==> src/rtl/nn_pkg.sv <==
`timescale 1ns/1ps
`default_nettype none
// ============================================================================
//  Module      : nn_pkg
//  Description : Shared types and defaults for the two-layer FC inference path
//                (sequencer state encoding, chunk geometry, layer-2 select).
//  Revision    : 1.0 - initial release
// ============================================================================
package nn_pkg;

    // Sequencer state codes; the numeric value is what err_stage reports.
    typedef enum logic [2:0] {
        S_IDLE   = 3'd0,
        S_LD_W   = 3'd1,
        S_LD_B   = 3'd2,
        S_RUN    = 3'd3,
        S_L2_W   = 3'd4,
        S_L2_B   = 3'd5,
        S_L2_RUN = 3'd6,
        S_FINISH = 3'd7
    } seq_state_e;

    localparam int N_CHUNKS_DEF = 8;
    localparam int CHUNK_W_DEF  = 64;
    localparam int OUT_W_DEF    = 80;
    localparam int TIMEOUT_DEF  = 65535;

    // Loader select value that addresses the layer-2 parameter set.
    localparam logic [3:0] LAYER2_SEL = 4'(N_CHUNKS_DEF);

    // States that wait on the parameter loader.
    function automatic logic is_load_state(seq_state_e s);
        return (s == S_LD_W) || (s == S_LD_B) || (s == S_L2_W) || (s == S_L2_B);
    endfunction

    // States that wait on the FC engine.
    function automatic logic is_run_state(seq_state_e s);
        return (s == S_RUN) || (s == S_L2_RUN);
    endfunction

endpackage
`default_nettype wire

==> src/rtl/layer_sequencer_stage_timer.sv <==
`timescale 1ns/1ps
`default_nettype none
// ============================================================================
//  Module      : stage_timer
//  Description : 16-bit per-state wait counter. Cleared in the cycle a state
//                is left, so it reads 0 in the first cycle of the next state;
//                expired_o flags that the count has reached TIMEOUT.
//  Revision    : 1.0 - initial release
// ============================================================================
module stage_timer #(
    parameter int TIMEOUT = 65535
) (
    input  logic clk,
    input  logic rst,
    input  logic clr_i,
    output logic expired_o
);

    localparam logic [15:0] LIMIT = 16'(TIMEOUT);

    logic [15:0] cnt_q;

    // Count cycles spent in the current state, saturating at all-ones.
    always_ff @(posedge clk) begin
        if (rst || clr_i) begin
            cnt_q <= '0;
        end else if (cnt_q != 16'hFFFF) begin
            cnt_q <= cnt_q + 16'd1;
        end
    end

    assign expired_o = (cnt_q == LIMIT);

endmodule
`default_nettype wire

==> src/rtl/layer_sequencer.sv <==
`timescale 1ns/1ps
`default_nettype none
// ============================================================================
//  Module      : layer_sequencer
//  Description : Frame scheduler for the two-layer FC path. Steps the shared
//                loader and FC engine through N_CHUNKS layer-1 chunks, builds
//                the layer-1 vector, runs layer 2 and presents the result.
//  Revision    : 1.0 - initial release
// ============================================================================
module layer_sequencer
    import nn_pkg::*;
#(
    parameter int N_CHUNKS = N_CHUNKS_DEF,
    parameter int CHUNK_W  = CHUNK_W_DEF,
    parameter int OUT_W    = OUT_W_DEF,
    parameter int TIMEOUT  = TIMEOUT_DEF
) (
    input  logic                        clk,
    input  logic                        rst,
    input  logic                        go,
    output logic                        busy,
    output logic                        ld_start,
    output logic                        ld_bias,
    output logic [3:0]                  ld_sel,
    input  logic                        ld_done,
    output logic                        fc_start,
    output logic                        fc_layer2,
    input  logic                        fc_done,
    input  logic [OUT_W-1:0]            fc_out,
    output logic [N_CHUNKS*CHUNK_W-1:0] l1_vec,
    output logic [OUT_W-1:0]            result,
    output logic                        result_valid,
    output logic                        err,
    output logic [2:0]                  err_stage
);

    localparam logic [3:0] L2_SEL     = 4'(N_CHUNKS);
    localparam logic [3:0] LAST_CHUNK = 4'(N_CHUNKS - 1);

    seq_state_e                  state_q;
    logic [3:0]                  chunk_q;
    logic                        ld_start_q;
    logic                        ld_bias_q;
    logic [3:0]                  ld_sel_q;
    logic                        fc_start_q;
    logic                        fc_layer2_q;
    logic [N_CHUNKS*CHUNK_W-1:0] l1_vec_q;
    logic [OUT_W-1:0]            result_q;
    logic                        result_valid_q;
    logic                        err_q;
    logic [2:0]                  err_stage_q;

    logic w_ld_ok;
    logic w_fc_ok;
    logic w_expired;
    logic w_timeout;
    logic w_timer_clr;

    // Qualify done inputs: only in a state waiting for them and never in the pulse cycle.
    always_comb begin
        w_ld_ok     = ld_done && !ld_start_q && is_load_state(state_q);
        w_fc_ok     = fc_done && !fc_start_q && is_run_state(state_q);
        w_timeout   = w_expired && (is_load_state(state_q) || is_run_state(state_q));
        w_timer_clr = (state_q == S_IDLE) || (state_q == S_FINISH) ||
                      w_ld_ok || w_fc_ok || w_timeout;
    end

    stage_timer #(
        .TIMEOUT (TIMEOUT)
    ) u_stage_timer (
        .clk       (clk),
        .rst       (rst),
        .clr_i     (w_timer_clr),
        .expired_o (w_expired)
    );

    // Frame FSM; all outputs are registered and updated on the transition edge.
    always_ff @(posedge clk) begin
        if (rst) begin
            state_q        <= S_IDLE;
            chunk_q        <= '0;
            ld_start_q     <= 1'b0;
            ld_bias_q      <= 1'b0;
            ld_sel_q       <= '0;
            fc_start_q     <= 1'b0;
            fc_layer2_q    <= 1'b0;
            l1_vec_q       <= '0;
            result_q       <= '0;
            result_valid_q <= 1'b0;
            err_q          <= 1'b0;
            err_stage_q    <= '0;
        end else begin
            ld_start_q     <= 1'b0;
            fc_start_q     <= 1'b0;
            result_valid_q <= 1'b0;

            if (w_timeout) begin
                // Abandon the frame; partial l1_vec and the old result are kept.
                state_q     <= S_IDLE;
                err_q       <= 1'b1;
                err_stage_q <= state_q;
            end else begin
                case (state_q)
                    S_IDLE: begin
                        if (go) begin
                            state_q     <= S_LD_W;
                            chunk_q     <= '0;
                            l1_vec_q    <= '0;
                            err_q       <= 1'b0;
                            ld_start_q  <= 1'b1;
                            ld_bias_q   <= 1'b0;
                            ld_sel_q    <= '0;
                            fc_layer2_q <= 1'b0;
                        end
                    end
                    S_LD_W, S_L2_W: begin
                        if (w_ld_ok) begin
                            state_q    <= (state_q == S_LD_W) ? S_LD_B : S_L2_B;
                            ld_start_q <= 1'b1;
                            ld_bias_q  <= 1'b1;
                        end
                    end
                    S_LD_B, S_L2_B: begin
                        if (w_ld_ok) begin
                            state_q    <= (state_q == S_LD_B) ? S_RUN : S_L2_RUN;
                            fc_start_q <= 1'b1;
                        end
                    end
                    S_RUN: begin
                        if (w_fc_ok) begin
                            l1_vec_q[int'(chunk_q)*CHUNK_W +: CHUNK_W] <= fc_out[CHUNK_W-1:0];
                            ld_start_q <= 1'b1;
                            ld_bias_q  <= 1'b0;
                            if (chunk_q == LAST_CHUNK) begin
                                state_q     <= S_L2_W;
                                ld_sel_q    <= L2_SEL;
                                fc_layer2_q <= 1'b1;
                            end else begin
                                state_q  <= S_LD_W;
                                chunk_q  <= chunk_q + 4'd1;
                                ld_sel_q <= chunk_q + 4'd1;
                            end
                        end
                    end
                    S_L2_RUN: begin
                        if (w_fc_ok) begin
                            state_q        <= S_FINISH;
                            result_q       <= fc_out;
                            result_valid_q <= 1'b1;
                        end
                    end
                    S_FINISH: begin
                        state_q <= S_IDLE;
                    end
                    default: begin
                        state_q <= S_IDLE;
                    end
                endcase
            end
        end
    end

    assign busy         = (state_q != S_IDLE);
    assign ld_start     = ld_start_q;
    assign ld_bias      = ld_bias_q;
    assign ld_sel       = ld_sel_q;
    assign fc_start     = fc_start_q;
    assign fc_layer2    = fc_layer2_q;
    assign l1_vec       = l1_vec_q;
    assign result       = result_q;
    assign result_valid = result_valid_q;
    assign err          = err_q;
    assign err_stage    = err_stage_q;

endmodule
`default_nettype wire

==> config.mk <==
export PLATFORM = sky130hd
export DESIGN_NAME = layer_sequencer
export DESIGN_NICKNAME = d
export VERILOG_FILES = /design/src/rtl/nn_pkg.sv /design/src/rtl/layer_sequencer_stage_timer.sv /design/src/rtl/layer_sequencer.sv
export SDC_FILE = /design/constraint.sdc
export NUM_CORES = 1
export LEC_CHECK = 0
export ABC_CLOCK_PERIOD_IN_PS = 2700
export CAP_MARGIN = 20
export CORE_AREA = 2 2 266 268
export DETAILED_ROUTE_END_ITERATION = 6
export DIE_AREA = 0 0 268 270
export SLEW_MARGIN = 15
export SYNTH_ARGS = -nofsm -noshare
export SYNTH_HDL_FRONTEND = slang
export SYNTH_SLANG_ARGS = --single-unit
==> constraint.sdc <==
create_clock -name clk -period 2.7 [get_ports clk]
set_input_delay 0.405 -clock clk [delete_from_list [all_inputs] [get_ports clk]]
set_output_delay 0.405 -clock clk [all_outputs]
set_load 0.01 [all_outputs]
[Yosys cells after proc, flatten, opt, wreduce, memory -nomap -nowiden]
Index checks and enable logic that the tools add are counted.
Widths: inputs -> output; s select.
Word-level totals
  register bits after elaboration: 628
  latch bits: 0
  RAM bits: 0
  ROM bits: 0
  output and inout bits: 606
  logic and storage cells: 106
  memories kept: 0
Cells by class
  $add $sub $neg: 3
  $mul: 0
  div/mod/pow operators: 0
  magnitude comparators: 0
  equal/unequal tests: 17
  shifts and indexed selects: 2
  multiplexer cells: 33
  bitwise operators: 3
  reduce and logical (&&, ||, !) cells: 35
Operators by type and width (number)
  $mux 512: 2
  $pmux 512 s2: 1
  $bwmux 512: 1
  $shift 64x33->512 const A: 1
  $shiftx 64x33->512: 1
  $neg 10->33: 1
  $mux 3: 8
  $mux 4: 5
  $reduce_and 5->1: 4
  $pmux 3 s6: 1
  $add 16x1->16 const B: 1
  $eq 16x16->1 const B: 1
  $ne 16x16->1 const B: 1
  $pmux 4 s2: 2
  $eq 3x3->1 const B: 4
  $ne 2x2->1 const B: 6
  $logic_or 1x1->1: 10
  $mux 1: 10
  $eq 3x2->1 const B: 2
  $pmux 1 s3: 2
  $reduce_bool 2->1: 3
  $reduce_bool 3->1: 2
  $reduce_or 2->1: 3
  $reduce_or 3->1: 2
  12 further kinds: 19

[Longest topological paths before layout]
Gate-level depths: netlist of the first run.
  depth in word-level cells: 9
  gate-level depth with buffers: 10
  gate-level depth less buffers: 7

[Cells and area by module]
A second synthesis of the first run with hierarchy kept.
Unflattened totals
  cell total of the unflattened synthesis: 1989
  area total of the unflattened synthesis: 21478.1 um2
By module, submodules not included
  layer_sequencer: times used 1, cells an instance 1899, area an instance 20719.9 um2
  stage_timer: times used 1, cells an instance 90, area an instance 758.2 um2

[Worst setup path before layout of the first run]
Ideal clock, no wire load.
  kind: reg-to-reg
  start point: register chunk_q[2]
  end point: register l1_vec_q[11] (netlist: l1_vec[11])
  data arrival time: 2.143 ns
  required time: 2.583 ns
  slack: 0.440 ns
  stages on the path, launching flop included: 10
  path buffers: 2
  period minus slack after synthesis: 2.260 ns
  cells stage by stage: dfxtp_1 > buf_2 > nor3_1 > ha_1 > nor4b_1 > nand4b_1 > o21ai_1 > a31oi_4 > buf_2 > a22o_1
On the way
  longest elaborated chain between the ends: 5
  elaborated cells between the ends (all ways): 6
  those cells by class: 1 x add/sub; 2 x shift; 3 x mux
RTL lines
  start: declaration: RTL line layer_sequencer.sv:41  | logic [3:0] chunk_q;
  start signal: assignment: RTL line layer_sequencer.sv:140  | chunk_q <= chunk_q + 4'd1;
  $neg 10->33 (*): RTL line layer_sequencer.sv:131  | l1_vec_q[int'(chunk_q)*CHUNK_W +: CHUNK_W] <= fc_out[CHUNK_W-1:0];
  $shiftx 64x33->512 or $shift 64x33->512 (tied branches): RTL line layer_sequencer.sv:131
  $bwmux 512 (*): RTL line layer_sequencer.sv:131
  $mux 512 (*): RTL line layer_sequencer.sv:130  | if (w_fc_ok) begin
  $pmux 512 s2 (*): RTL line layer_sequencer.sv:103  | case (state_q)
  end signal: indexed assignment: RTL line layer_sequencer.sv:131
  end: declaration: RTL line layer_sequencer.sv:47  | logic [N_CHUNKS*CHUNK_W-1:0] l1_vec_q;
Every way passes the cells marked *; elsewhere a longest branch is shown, timed or not. The select of a mux whose other input is x is not followed.
A chain may end at the register's enable or synchronous reset.

[Worst setup path after layout of the first run]
  start point: register chunk_q[0]
  end point: register l1_vec_q[288] (netlist: l1_vec[288])
The elaborated chain is that of the path after synthesis.

==> metrics.txt, run 1 <==
status=complete, no violations; Die Y=270 µm; Final Cycle Share=0.9382; PnR worst setup slack=0.1670 ns; most frequent cells in the layout=689 x clkdlybuf4s50_1, 625 x dfxtp_1, 439 x a22o_1; critical path class=reg2reg; max_cap viols=0; Avg WL per Cell=23.68 µm; setup TNS=0 ns; simple logic cell fraction of the synthesized area=0.1105; most common cell after layout, fill and taps aside=clkdlybuf4s50_1; min Tclk post-route=2.533 ns; post-synthesis mux area share=0.03648; post-synthesis xor/xnor area fraction=0.006061; critical path's largest stage delay=0.33 ns; Slew HR=0.3375; Post-Synthesis Cells=2045; Yosys top cell by area=dfxtp_1; Synth Net Count=2134; Reg2Reg Setup Slack=0.17 ns; synthesized area=21670 µm²; Yosys top cell area share=0.5800; Hold Path Class=in2reg; setup violators final=0; top post-synthesis cells by area=dfxtp_1 58%, a22o_1 18%, nand2_1 5.9%; Reg clk slew, reported paths=0.06 ns; residual DRC count=0; first-pass GRT wire length=125800 µm; Worst VDD drop=0.0003769 V; Worst-Skew Late Latency=0.59 ns; CTS tree=yes; Synth cell types=53; CP startpoint kind=flip-flop; register area share after synthesis=0.5800; Antenna Nets Post-Route=0; fmax=394.8 MHz; largest net degree at the start of global routing=65; RR Startpoint=chunk_q[0]; total CTS buffers=68; vias in the first global route=18349; clk_skew=0.02254 ns; vias per inst=5.078; critical path capture point=l1_vec[288]; root buffer cell=clkbuf_16; Critical Path RT=3.20 ns; reg2reg path depth=9; PortBufs=690; core footprint=69540 µm²; Sink Count=628; max-slew violations=0; Post-Layout Cell Count=3691; Nets=2787; die width=268 µm; GRT Total Usage=0.2318; Yosys reg bits=628; Post-synth EDFFs=0; Final GP Congestion=0.8681; CP endpoint kind=flip-flop; worst path buffer plus inverter count=3; drt first pass iters=5; H-tree Lvls=3; via count=18743; Least-Margin Pin Slew=0.9917 ns; layout cell share with drive strength beyond 1=0.09207; Area Growth Syn to Fin=49.32%; final WL=87390 µm; Max FO, Critical Path=38; adder-cell share of the synthesized area=0.002309; P per Cell Area=635.5 nW/µm²; Row Count=97; LEAKAGE=11.83 nW; Crit Reg-Reg Endpoint=l1_vec[288]; Initial Util=0.3117; post-place setup slack=0.1144 ns; main combinational cell family by area after synthesis=compound AO/OA/AOI/OAI gates; crit path max-delay cell type=dfxtp_1; full die area=72360 µm²; Avg Cell Area, Syn=10.60 µm²; fraction of registers with async set/reset=0; Synth Area in Compound Gates=0.2151; Placed Instances=3568; RSZ-0062 raised after global routing=no; Pwr Total=20.57 mW; CP top delay family=simple AND/OR/NAND/NOR gates; Final Hold Fails=0; Overflow after GRT=0; IO Pins=691; initial antenna violation count=3; post-CTS setup buffer count=0; Worst EP arrival=3.04 ns; drt initial violations=1272; post-DP HPWL=60820 µm; Critical Path Stages=9; ys flop type=dfxtp_1; Critical Path Source=chunk_q[0]; YS warnings=0; CTS max path bufs=3; Cell Chain, Critical Path=buf_4 > inv_1 > ha_1 > xnor2_1 > nand3_1 > o21ai_0 > and3_4 > buf_12 > mux2i_1
synth_stat cells, drive strengths merged, types with 8 or more instances:
| library cell | instances |
|---|---|
| dfxtp | 628 |
| a22o | 439 |
| nand2 | 341 |
| buf | 167 |
| a21oi | 96 |
| mux2i | 79 |
| nor2b | 73 |
| clkbuf | 53 |
| nor2 | 27 |
| o21ai | 17 |
| nand3 | 14 |
| nor3 | 10 |
| xnor2 | 9 |
| and3 | 8 |
| inv | 8 |
| nor4 | 8 |
metal layers:
layer	up-vias	wire, µm	GRT usage
li1	8580	-	-
met1	9199	35860	0.2868
met2	821	41620	0.3898
met3	143	6757	0.05498
met4	0	3157	0.08527
met5	-	0	0
cell families after synthesis:
kind of cell / after synthesis
xor+xnor: 15
buf+inv: 228
flops: 628
mux: 79
simple gates: 513
fa+ha+maj: 4
compound gates: 578
worst min path at each step:
stage                     cells after the start                    from                endpoint  slack (ns)
after floorplan                               2  u_stage_timer.cnt_q[1]  u_stage_timer.cnt_q[1]        0.47
after global placement                        2              result[21]              result[21]        0.44
after detailed placement                      2              result[21]              result[21]        0.45
after CTS                                     2                     rst              result[71]        0.18
after global routing                          2                     rst              result[79]        0.19
final                                         2                     rst              result[71]        0.20
flip-flops by register name, summed over array words and instances, names as in the netlist:
signal / count
result: 80
ld_start: 1
l1_vec: 512
ld_bias: 1
ld_sel: 4
u_stage_timer.cnt_q: 16
err: 1
fc_start: 1
err_stage: 3
state_q: 3
chunk_q: 4
result_valid: 1
fc_layer2: 1
worst register-to-register path, delay by kind of cell, from the launching register on:
| family | cells | cell delay [ns] |
|---|---|---|
| buf+inv | 3 | 0.46 |
| compound gates | 1 | 0.27 |
| xor+xnor | 1 | 0.28 |
| simple gates | 2 | 0.55 |
| flops | 1 | 0.33 |
| fa+ha+maj | 1 | 0.26 |
| mux | 1 | 0.31 |
power by group:
group | leakage, nW | internal, mW | switching, mW
Sequential | 5.06 | 9.29 | 0.0269
Clock | 1.15 | 5.74 | 3.88
Combinational | 5.62 | 0.558 | 1.08
Total | 11.8 | 15.6 | 4.99
layout make-up:
class                           instances  area (µm²)
Sequential cell                       628       12580
Multi-Input combinational cell       1189        8110
Fill cell                            6389       37180
Inverter                                8       32.53
Tap cell                              940        1176
Clock inverter                         23       284.0
Antenna cell                            3       7.507
Clock buffer                           97        2033
Timing Repair Buffer                  803        8144
stage by stage:
| step | hold WS, ns | cell area (µm²) | utilization |
|---|---|---|---|
| 6_report | 0.2011 | 32360 | 0.4654 |
| 5_1_grt | 0.1947 | 32360 | 0.4653 |
| 4_1_cts | 0.1821 | 32350 | 0.4652 |
| 3_5_place_dp | 0.4455 | 30040 | 0.4319 |
| 3_3_place_gp | 0.4416 | 30040 | 0.4319 |
| 2_1_floorplan | 0.4664 | 21670 | - |
timing repair:
action	in CTS	in global routing
resized for setup	0	3
endpoints found under the setup margin	0	1
hold buffers	0	0
No activity file was read; power rests on OpenSTA's default activity.
==> run 2: changes to the inputs <==
--- a/config.mk
+++ b/config.mk
@@ -10,6 +10,7 @@
 export CORE_AREA = 2 2 266 268
 export DETAILED_ROUTE_END_ITERATION = 6
 export DIE_AREA = 0 0 268 270
+export GPL_TIMING_DRIVEN = 0
 export SLEW_MARGIN = 15
 export SYNTH_ARGS = -nofsm -noshare
 export SYNTH_HDL_FRONTEND = slang
==> run 2 against run 1 <==
Compared with the run above: register-to-register slack worse by 0.12 ns; largest power group unchanged; critical path depth fell by 1; final cell count grew 4.2%; critical path type unchanged; largest cell class unchanged.
==> metrics.txt, run 2 (synthesis results as in run 1) <==
drt first pass iters=6; setup TNS=0 ns; core footprint=69540 µm²; final WL=93280 µm; CTS tree=yes; Final Hold Fails=0; post-DP HPWL=68750 µm; CP startpoint kind=flip-flop; CTS max path bufs=3; drt initial violations=1581; Overflow after GRT=0; total CTS buffers=69; most frequent cells in the layout=689 x clkdlybuf4s50_1, 624 x dfxtp_1, 439 x a22o_1; Reg clk slew, reported paths=0.06 ns; Area Growth Syn to Fin=51.48%; setup violators final=0; Antenna Nets Post-Route=0; IO Pins=691; Largest register FFs=512; critical path's largest stage delay=0.40 ns; CP endpoint kind=flip-flop; critical path class=reg2reg; Int Pwr=15.29 mW; root buffer cell=clkbuf_16; Initial Util=0.3117; Final Hold Slack=0.3392 ns; RSZ-0062 raised after global routing=yes; Hold Path Class=in2reg; Net Sw Frac=0.2567; via count=19767; LEAKAGE=12.07 nW; Slew HR=0.3187; Worst-Skew Late Latency=0.63 ns; residual DRC count=0; Worst EP arrival=3.17 ns; Cell Chain, Critical Path=or3_1 > buf_2 > and3_1 > a32oi_4 > nand2_4 > buf_8 > buf_1 > a22o_1; first-pass GRT wire length=132700 µm; Logic pwr share=0.083; layout cell share with drive strength beyond 1=0.1020; status=complete, no violations; Max FO, Critical Path=10; vias in the first global route=19094; min Tclk post-route=2.655 ns; max-slew violations=0; vias per inst=5.141; Die Y=270 µm; full die area=72360 µm²; fmax=376.7 MHz; Final GP Congestion=0.8740; crit path max-delay cell type=or3_1; post-place setup slack=-1.335 ns; initial antenna violation count=8; largest net degree at the start of global routing=15; Nets=2939; Final Cycle Share=0.9832; NetSw=5.282 mW; clk_skew=0.02527 ns; Final Util=0.4721; die width=268 µm; H-tree Lvls=3; PortBufs=690; Row Count=97; Clock power frac=0.465; PnR worst setup slack=0.04537 ns; P per Cell Area=626.7 nW/µm²; Sink Count=628; max_cap viols=0; GRT Total Usage=0.2471; Least-Margin Pin Slew=1.022 ns; Avg WL per Cell=24.26 µm; Worst VDD drop=0.0003775 V; most common cell after layout, fill and taps aside=clkdlybuf4s50_1; Seq pwr share=0.452; Critical Path RT=3.22 ns
run 2: changes by cell type in the layout (fill, tap and decap cells not counted), moves of 3 or more:
| cell | delta |
|---|---|
| buf_1 | +73 |
| buf_12 | -23 |
| buf_2 | +60 |
| buf_4 | -47 |
| buf_6 | +26 |
| buf_8 | +8 |
| clkbuf_1 | +46 |
| clkbuf_2 | +12 |
| clkbuf_8 | -8 |
| clkinv_16 | +4 |
| clkinv_4 | +3 |
| o21ai_0 | -4 |
run 2: cell type report:
class	count	area, µm²
clock inverter	28	386.6
tap	940	1176
timing repair buffer	735	7428
multi-input combinational	1189	8185
fill	6419	36710
sequential	628	12580
buffer	219	1119
inverter	8	30.03
clock buffer	94	1921
antenna	4	10.01
run 2: timing repair:
item / in CTS / in global routing
buffers inserted: 20 / 9
gates resized for setup: 32 / 53
endpoints found under the hold margin: 0 / 0
endpoints found under the setup margin: 574 / 497
pin swaps: 8 / 6
hold buffers: 0 / 0
run 2: through the flow:
stage               instances  total power [mW]  instance area (µm²)
CTS                      3832             20.65                32610
global placement         3675             11.03                29760
finish                   3845             20.58                32830
global route             3844             21.20                32830
floorplan                2045             10.33                21670
detailed placement       3690             11.06                29970
run 2: layer usage:
metal	part of all wire	track usage
met1	0.40	0.3024
met2	0.49	0.4155
met5	0	0
met4	0.041	0.1082
met3	0.075	0.05325
run 2: power by group through the flow:
| stage | Clock, mW | Sequential (mW) | Combinational (mW) |
|---|---|---|---|
| final | 9.57 | 9.30 | 1.70 |
| after global routing | 10.1 | 9.30 | 1.78 |
| after CTS | 9.70 | 9.30 | 1.64 |
| after detailed placement | 0 | 9.51 | 1.55 |
| after global placement | 0 | 9.51 | 1.52 |
| after floorplan | 0 | 9.51 | 0.820 |
run 2: worst paths after layout:
check	start	endpoint	slack, ns	cells past startpoint
setup / recovery	state_q[2]	l1_vec[151]	0.05	8
hold / removal	fc_out[70]	result[70]	0.34	3
setup reg to reg	state_q[2]	l1_vec[151]	0.05	8
hold reg to reg	result[68]	result[68]	0.45	2
run 2: worst max-delay path: cells and delay by family (launching register included):
kind / cells / cell delay, ns
and+or+nand+nor: 3 / 0.81
AOI/OAI and AO/OA: 2 / 0.67
DFF: 1 / 0.34
buffers and inverters: 3 / 0.71
==> run 3: changes to the inputs <==
--- a/config.mk
+++ b/config.mk
@@ -7,9 +7,9 @@
 export LEC_CHECK = 0
 export ABC_CLOCK_PERIOD_IN_PS = 2700
 export CAP_MARGIN = 20
-export CORE_AREA = 2 2 266 268
+export CORE_AREA = 10 10 259 261
 export DETAILED_ROUTE_END_ITERATION = 6
-export DIE_AREA = 0 0 268 270
+export DIE_AREA = 0 0 269 271
 export GPL_TIMING_DRIVEN = 0
 export SLEW_MARGIN = 15
 export SYNTH_ARGS = -nofsm -noshare
==> run 3 against run 2 <==
Compared with the run above: sequential power hardly changed; worst hold slack improved by 0.016 ns; combinational power decreased by 5%; die area up 0.74%.
==> metrics.txt, run 3 (synthesis results as in run 1) <==
reg2reg path depth=9; GRT Total Usage=0.2568; min Tclk post-route=2.643 ns; drt initial violations=1515; Reg area=12570 µm²; most frequent cells in the layout=689 x clkdlybuf4s50_1, 626 x dfxtp_1, 439 x a22o_1; Largest register FFs=512; max_cap viols=0; clk_skew=0.02443 ns; critical path class=reg2reg; Reg clk slew, reported paths=0.06 ns; Critical Path Source=chunk_q[2]; Worst-Skew Late Latency=0.60 ns; Overflow after GRT=0; die width=269 µm; first-pass GRT wire length=138000 µm; CP endpoint kind=flip-flop; min-delay src=fc_out[65]; Worst EP arrival=3.13 ns; Max FO, Critical Path=10; residual DRC count=0; initial antenna violation count=3; CTS tree=yes; Worst VDD drop=0.0004060 V; largest net degree at the start of global routing=20; Reg2Reg Setup Slack=0.06 ns; Avg WL per Cell=26.42 µm; RR Startpoint=chunk_q[2]; drt first pass iters=5; most common cell after layout, fill and taps aside=clkdlybuf4s50_1; area of the multi-input gates=8183 µm²; Final Hold Fails=0; Critical Path RT=3.19 ns; status=complete, no violations; critical path capture point=l1_vec[423]; Nets=2927; Antenna Nets Post-Route=0; Final Cycle Share=0.9789; Sink Count=628; Fill cells=5507; Final Hold Slack=0.3551 ns; vias per inst=5.250; post-place setup slack=-1.255 ns; Initial Util=0.3519; total CTS buffers=69; IO Pins=691; Least-Margin Pin Slew=0.8409 ns; setup violators final=0; Pwr Total=20.71 mW; Hold Path Class=in2reg; H-tree Lvls=3; PortBufs=690; fmax=378.3 MHz; core footprint=61600 µm²; vias in the first global route=18892; layout cell share with drive strength beyond 1=0.1020; final WL=98570 µm; max-slew violations=0; Row Count=91; Slew HR=0.4394; Final GP Congestion=0.8961; Area Growth Syn to Fin=50.29%; Die Y=271 µm; CTS max path bufs=3; Post-Layout Cell Count=3731; Crit Reg-Reg Endpoint=l1_vec[423]; PnR worst setup slack=0.05686 ns; root buffer cell=clkbuf_16; LEAKAGE=12.07 nW; full die area=72900 µm²; CP startpoint kind=flip-flop; post-DP HPWL=74500 µm; via count=19589; Placed Instances=3584; P per Cell Area=635.8 nW/µm²
==> run 3: cell count changes in the layout (fill, tap and decap cells not counted), moves of 5 or more <==
cell	previous run	this run
buf_2	60	68
buf_4	35	27
buf_1	73	67
clkbuf_1	55	49
clkbuf_2	12	18
buf_6	27	22
==> run 3: worst min-delay path by stage <==
stage / to / slack [ns] / cells past startpoint
4_1_cts: result[65] / 0.33 / 3
6_report: result[65] / 0.36 / 3
2_1_floorplan: u_stage_timer.cnt_q[1] / 0.47 / 2
3_3_place_gp: l1_vec[310] / 0.44 / 2
3_5_place_dp: l1_vec[282] / 0.45 / 2
5_1_grt: result[66] / 0.36 / 3
==> run 3: metrics by stage <==
stage                     setup TNS, ns  utilization  area [µm²]
after floorplan                       0            -       21670
after global placement          -762.75       0.4810       29630
after detailed placement        -494.53       0.4839       29810
after CTS                             0       0.5270       32460
after global routing             -1.010       0.5288       32570
final                                 0       0.5288       32580
==> run 3: layer usage <==
layer  global-route usage  up-vias  routed length [µm]
met3              0.06251      164                8352
met2               0.4380      898               47870
li1                     -     8894                   -
met5                    0        -                   0
met4              0.09950        0                3586
met1               0.3049     9633               38760
==> run 3: cell type report <==
class	count	area share
Multi-Input combinational cell	1189	0.2512
Antenna cell	1	0.00007682
Buffer	216	0.03322
Clock inverter	29	0.01041
Sequential cell	628	0.3860
Inverter	8	0.0009218
Tap cell	837	0.03215
Timing Repair Buffer	726	0.2238
Clock buffer	97	0.06219
==> run 3: worst max-delay path, cell delays in order (launching register included) <==
cell       delay [ns]
dfxtp_1          0.39
buf_4            0.20
nor3_4           0.06
ha_4             0.17
nor2_1           0.16
o2111ai_1        0.24
o31ai_2          0.41
nand2_4          0.24
buf_1            0.34
a22o_1           0.31
==> run 3: power by group <==
group / internal, mW / switching [mW]
clock network: 5.85 / 3.95
logic: 0.505 / 1.11
registers: 9.29 / 0.0181
==> run 3: repair_timing <==
action                                  CTS  global route
pin swaps                                11             3
setup buffers                            23             1
endpoints found under the setup margin  478           458
gates resized for setup                  30            42
hold buffers                              0             0
==> variant 1 (config.mk and constraints of run 1) <==
Make the reset (`rst`) asynchronous in one clocked block.
--- a/src/rtl/layer_sequencer.sv
+++ b/src/rtl/layer_sequencer.sv
@@ -75,7 +75,7 @@
     );
 
     // Frame FSM; all outputs are registered and updated on the transition edge.
-    always_ff @(posedge clk) begin
+    always_ff @(posedge clk or posedge rst) begin
         if (rst) begin
             state_q        <= S_IDLE;
             chunk_q        <= '0;
Check against the original RTL: not settled (the Yosys comparison gave no result); the edit may change what the design does.
==> variant 1 against run 1 <==
  * First-iteration DRC count rose by 27%
  * Setup slack lost 0.011 ns
  * Clock skew is 0.0073 ns lower
  * Routed wire length is 5.3% higher
  * Non-clock buffer count fell by 6
  * Sequential cell count is the same
  * Final area up 8.3%
  * Area after synthesis up 12%
  * Maximum frequency is 0.43% lower
Power is not compared: it rests on default switching activity, and its combinational part moved more than twofold at a synthesized area within 25%.
==> variant 1: results (changes against run 1) <==
INFO  metric status = finished, final reports clean
INFO  metric vias = 19.5k (+4.1%)
INFO  metric insertedDiodeCount = 0 (-3)
INFO  metric synth_seq_area_share = 64.5% (+6.5 points)
INFO  metric grt_antenna_before_repair = 0 (-3)
INFO  metric synth_common_cells = 612 x dfrtp_1, 383 x a32o_1, 95 x clkbuf_1
INFO  metric reg2regPathDepth = 8 (-1)
INFO  metric crit-reg2reg-launch = chunk_q[0]
INFO  metric number_of_cts_inserted_buffers = 69 (+1.5%)
INFO  metric post_dp_cell_area = 0.0328 sq mm (+9.2%)
INFO  metric wire_length_of_the_first_global_routing_pass = 136 mm (+8.0%)
INFO  metric timing.critical_path.slowest_stage_cell = clkdlybuf4s50_1
INFO  metric globalRouteMet3Util = 6.35% (+0.85 points)
INFO  metric post-dp-hpwl = 62.4 mm (+2.7%)
INFO  metric share_of_cells_above_drive_strength_1 = 12.9% (+3.7 points)
INFO  metric yosys.cell_types.count = 57 (+7.5%)
INFO  metric yosys-mux-area-fraction = 3.89% (+0.25 points)
INFO  metric groute.usage.overall = 25.0% (+1.9 points)
INFO  metric synthArstFlopShare = 97.5% (+97 points)
INFO  metric adder_cell_share_of_the_synthesized_area = 0.207% (-0.024 points)
INFO  metric yosys.area.top_type = dfrtp_1
INFO  metric grt_start_max_net_pins = 135 (+110%)
INFO  metric drt_iter0_markers = 1615 (+27%)
INFO  metric grtUsageMet1 = 31.3% (+2.6 points)
INFO  metric worst_case_clock_skew = 0.0152 ns (-0.00732 ns)
## variant 1: worst max-delay path by stage
| stage | start | endpoint |
|---|---|---|
| 2_1_floorplan | rst | chunk_q[0] |
| 3_3_place_gp | chunk_q[0] | l1_vec[54] |
| 3_5_place_dp | chunk_q[1] | l1_vec[169] |
| 4_1_cts | state_q[0] | busy |
| 5_1_grt | chunk_q[0] | l1_vec[169] |
| 6_report | state_q[0] | busy |
## variant 1: timing repair
action,4_1_cts,5_1_grt
pin swaps,0,2
gates resized for setup,1,3
setup endpoints to repair,1,32
setup buffers,0,1
## variant 1: cell type report
class | instances | area [sq um]
Multi-Input combinational cell | 933 | 7630
Fill cell | 6016 | 34500
Clock inverter | 19 | 215
Timing Repair Buffer | 797 | 8340
Clock buffer | 103 | 2030
Sequential cell | 628 | 15600
Tap cell | 940 | 1180
Inverter | 9 | 37.5
## variant 1: per-layer routing
| layer | wire, um | share of wire [%] |
|---|---|---|
| met2 | 45500 | 49 |
| met3 | 7460 | 8.1 |
| met1 | 36400 | 40 |
| met5 | 0 | 0 |
| met4 | 2680 | 2.9 |
## variant 1: logic make-up (layout without fill, tap and decap cells)
kind of cell	after synthesis	count (layout)
AOI/OAI and AO/OA	569	569
xor gates and xnor gates	11	11
buffers and inverters	253	928
and+or+nand+nor	265	265
adders and majority gates	4	4
muxes	84	84
DFF	628	628
## variant 1: power by group
group,internal [uW],switching [uW],total [uW],leakage [uW]
logic,2730,4810,7540,0.00529
registers,10100,436,10500,0.00866
clock network,5430,3910,9340,0.00110
## variant 1: per-stage QoR
stage	utilization, %	cells	worst slack, ns
after CTS	50.4	3428	0.0159
after detailed placement	47.2	3306	0.190
after global routing	50.4	3429	0.0507
final	50.4	3429	0.156
after floorplan	-	1814	-6.06
after global placement	47.2	3306	0.230
==> variant 2 (settings of run 1) <==
Made on the original files. The package constant `OUT_W_DEF` goes from 80 to 72.
--- a/src/rtl/nn_pkg.sv
+++ b/src/rtl/nn_pkg.sv
@@ -22,7 +22,7 @@
 
     localparam int N_CHUNKS_DEF = 8;
     localparam int CHUNK_W_DEF  = 64;
-    localparam int OUT_W_DEF    = 80;
+    localparam int OUT_W_DEF    = 72;
     localparam int TIMEOUT_DEF  = 65535;
 
     // Loader select value that addresses the layer-2 parameter set.
Interface: changed (resized fc_out and result); port bits go from 691 to 675. No check against the original RTL was run, so the function may have changed too.
==> variant 2 against run 1 <==
  * Hold slack gained 0.073 ns
  * Final area about the same
  * Sequential cell count fell by 8
  * Global-route usage rose by 0.82 points
  * Area after synthesis up 1.0%
  * Via count grew 5.7%
  * Setup slack lost 0.047 ns
  * Total power down 1.9%
  * Routed wire length is 2.5% higher
  * First-iteration DRC count grew 18%
  * Critical path type is now register to output pin
  * Largest cell class unchanged
  * Highest routed layer unchanged
==> variant 2: results (changes against run 1) <==
INFO  metric multi_input_cells = 1327 (+12%)
INFO  metric insertedDiodeCount = 1 (-2)
INFO  metric fmax = 0.388 GHz (-1.8%)
INFO  metric nonClkBufAreaFrac = 23.7% (-1.4 points)
INFO  metric grtUsageMet1 = 28.4% (-0.31 points)
INFO  metric synth.area.top_cells = dfxtp_1 57%, o2bb2ai_1 10%, a22o_1 7.7%
INFO  metric p_int = 15300 uW (-1.6%)
INFO  metric adder_cell_share_of_the_synthesized_area = 0.229% (-0.0023 points)
INFO  metric peakVddDrop = 0.494 mV (+31%)
INFO  metric drt_pass1_iterations = 6 (+1)
INFO  metric io_buffer_count = 674 (-2.3%)
INFO  metric grt_antenna_before_repair = 1 (-2)
INFO  metric critical_path.max_stage_delay = 0.70 ns (+0.37 ns)
INFO  metric yosys.cell_types.count = 54 (+1.9%)
INFO  metric synth_seq_area_share = 56.7% (-1.3 points)
INFO  metric nNonClkBuffers = 750 (-6.6%)
INFO  metric post_dp_cell_area = 0.0300 sq mm (-0.20%)
INFO  metric synth_compound_area_share = 22.9% (+1.4 points)
INFO  metric post-place-ws = -0.0836 ns (-0.198 ns)
INFO  metric groute.usage.overall = 24.0% (+0.82 points)
INFO  metric worst_case_clock_skew = 0.0308 ns (+0.00830 ns)
INFO  metric met1_length = 34.7 mm (-3.3%)
INFO  metric power.combinational.total = 1210 uW (-26%)
INFO  metric status = finished, final reports clean
INFO  metric use_met2 = 40.2% (+1.2 points)
INFO  metric final.clkbuf_count = 95 (-2.1%)
INFO  metric synth_xor_xnor_area_share = 0.400% (-0.21 points)
INFO  metric layout_clock_area_share = 7.32% (+0.16 points)
INFO  metric final_net_count = 2862 (+2.7%)
INFO  metric share_of_cells_above_drive_strength_1 = 7.80% (-1.4 points)
INFO  metric post-dp-hpwl = 63.7 mm (+4.7%)
INFO  metric clock_power_share = 48.4% (+1.7 points)
INFO  metric drt_iter0_markers = 1504 (+18%)
INFO  metric vias = 19.8k (+5.7%)
INFO  metric n_fill_cell = 6393 (+0.063%)
INFO  metric drt-wirelength-per-cell = 23.7 um (+0.16%)
INFO  metric total_leakage_power = 0.0110 uW (-7.1%)
INFO  metric cts_repair_resize_count = 1 (+1)
INFO  metric met3_length = 7.68 mm (+14%)
variant 2: kinds of logic (layout without fill, tap and decap cells):
logic type / count (synthesis) / in the layout
buffers and inverters: 201 / 888
other: 0 / 1
muxes: 2 / 2
DFF: 620 / 620
AOI/OAI and AO/OA: 649 / 649
and+or+nand+nor: 662 / 662
xor gates and xnor gates: 10 / 10
adders and majority gates: 4 / 4
variant 2: per-stage QoR:
step,instances,TNS [ns],utilization (%),total power [uW],hold WS [ns]
floorplan,2148,0,-,9970,0.466
global placement,3649,-2.22,43.1,10600,0.442
detailed placement,3649,-2.12,43.1,10600,0.445
CTS,3775,0,46.5,20400,0.246
global route,3776,-0.00377,46.5,20800,0.281
finish,3776,0,46.5,20200,0.275
variant 2: final timing paths:
check,startpoint,to,depth (start not counted)
setup / recovery,state_q[1],busy,4
hold / removal,rst,result[57],2
setup reg to reg,chunk_q[3],l1_vec[417],8
hold reg to reg,result[10],result[10],2
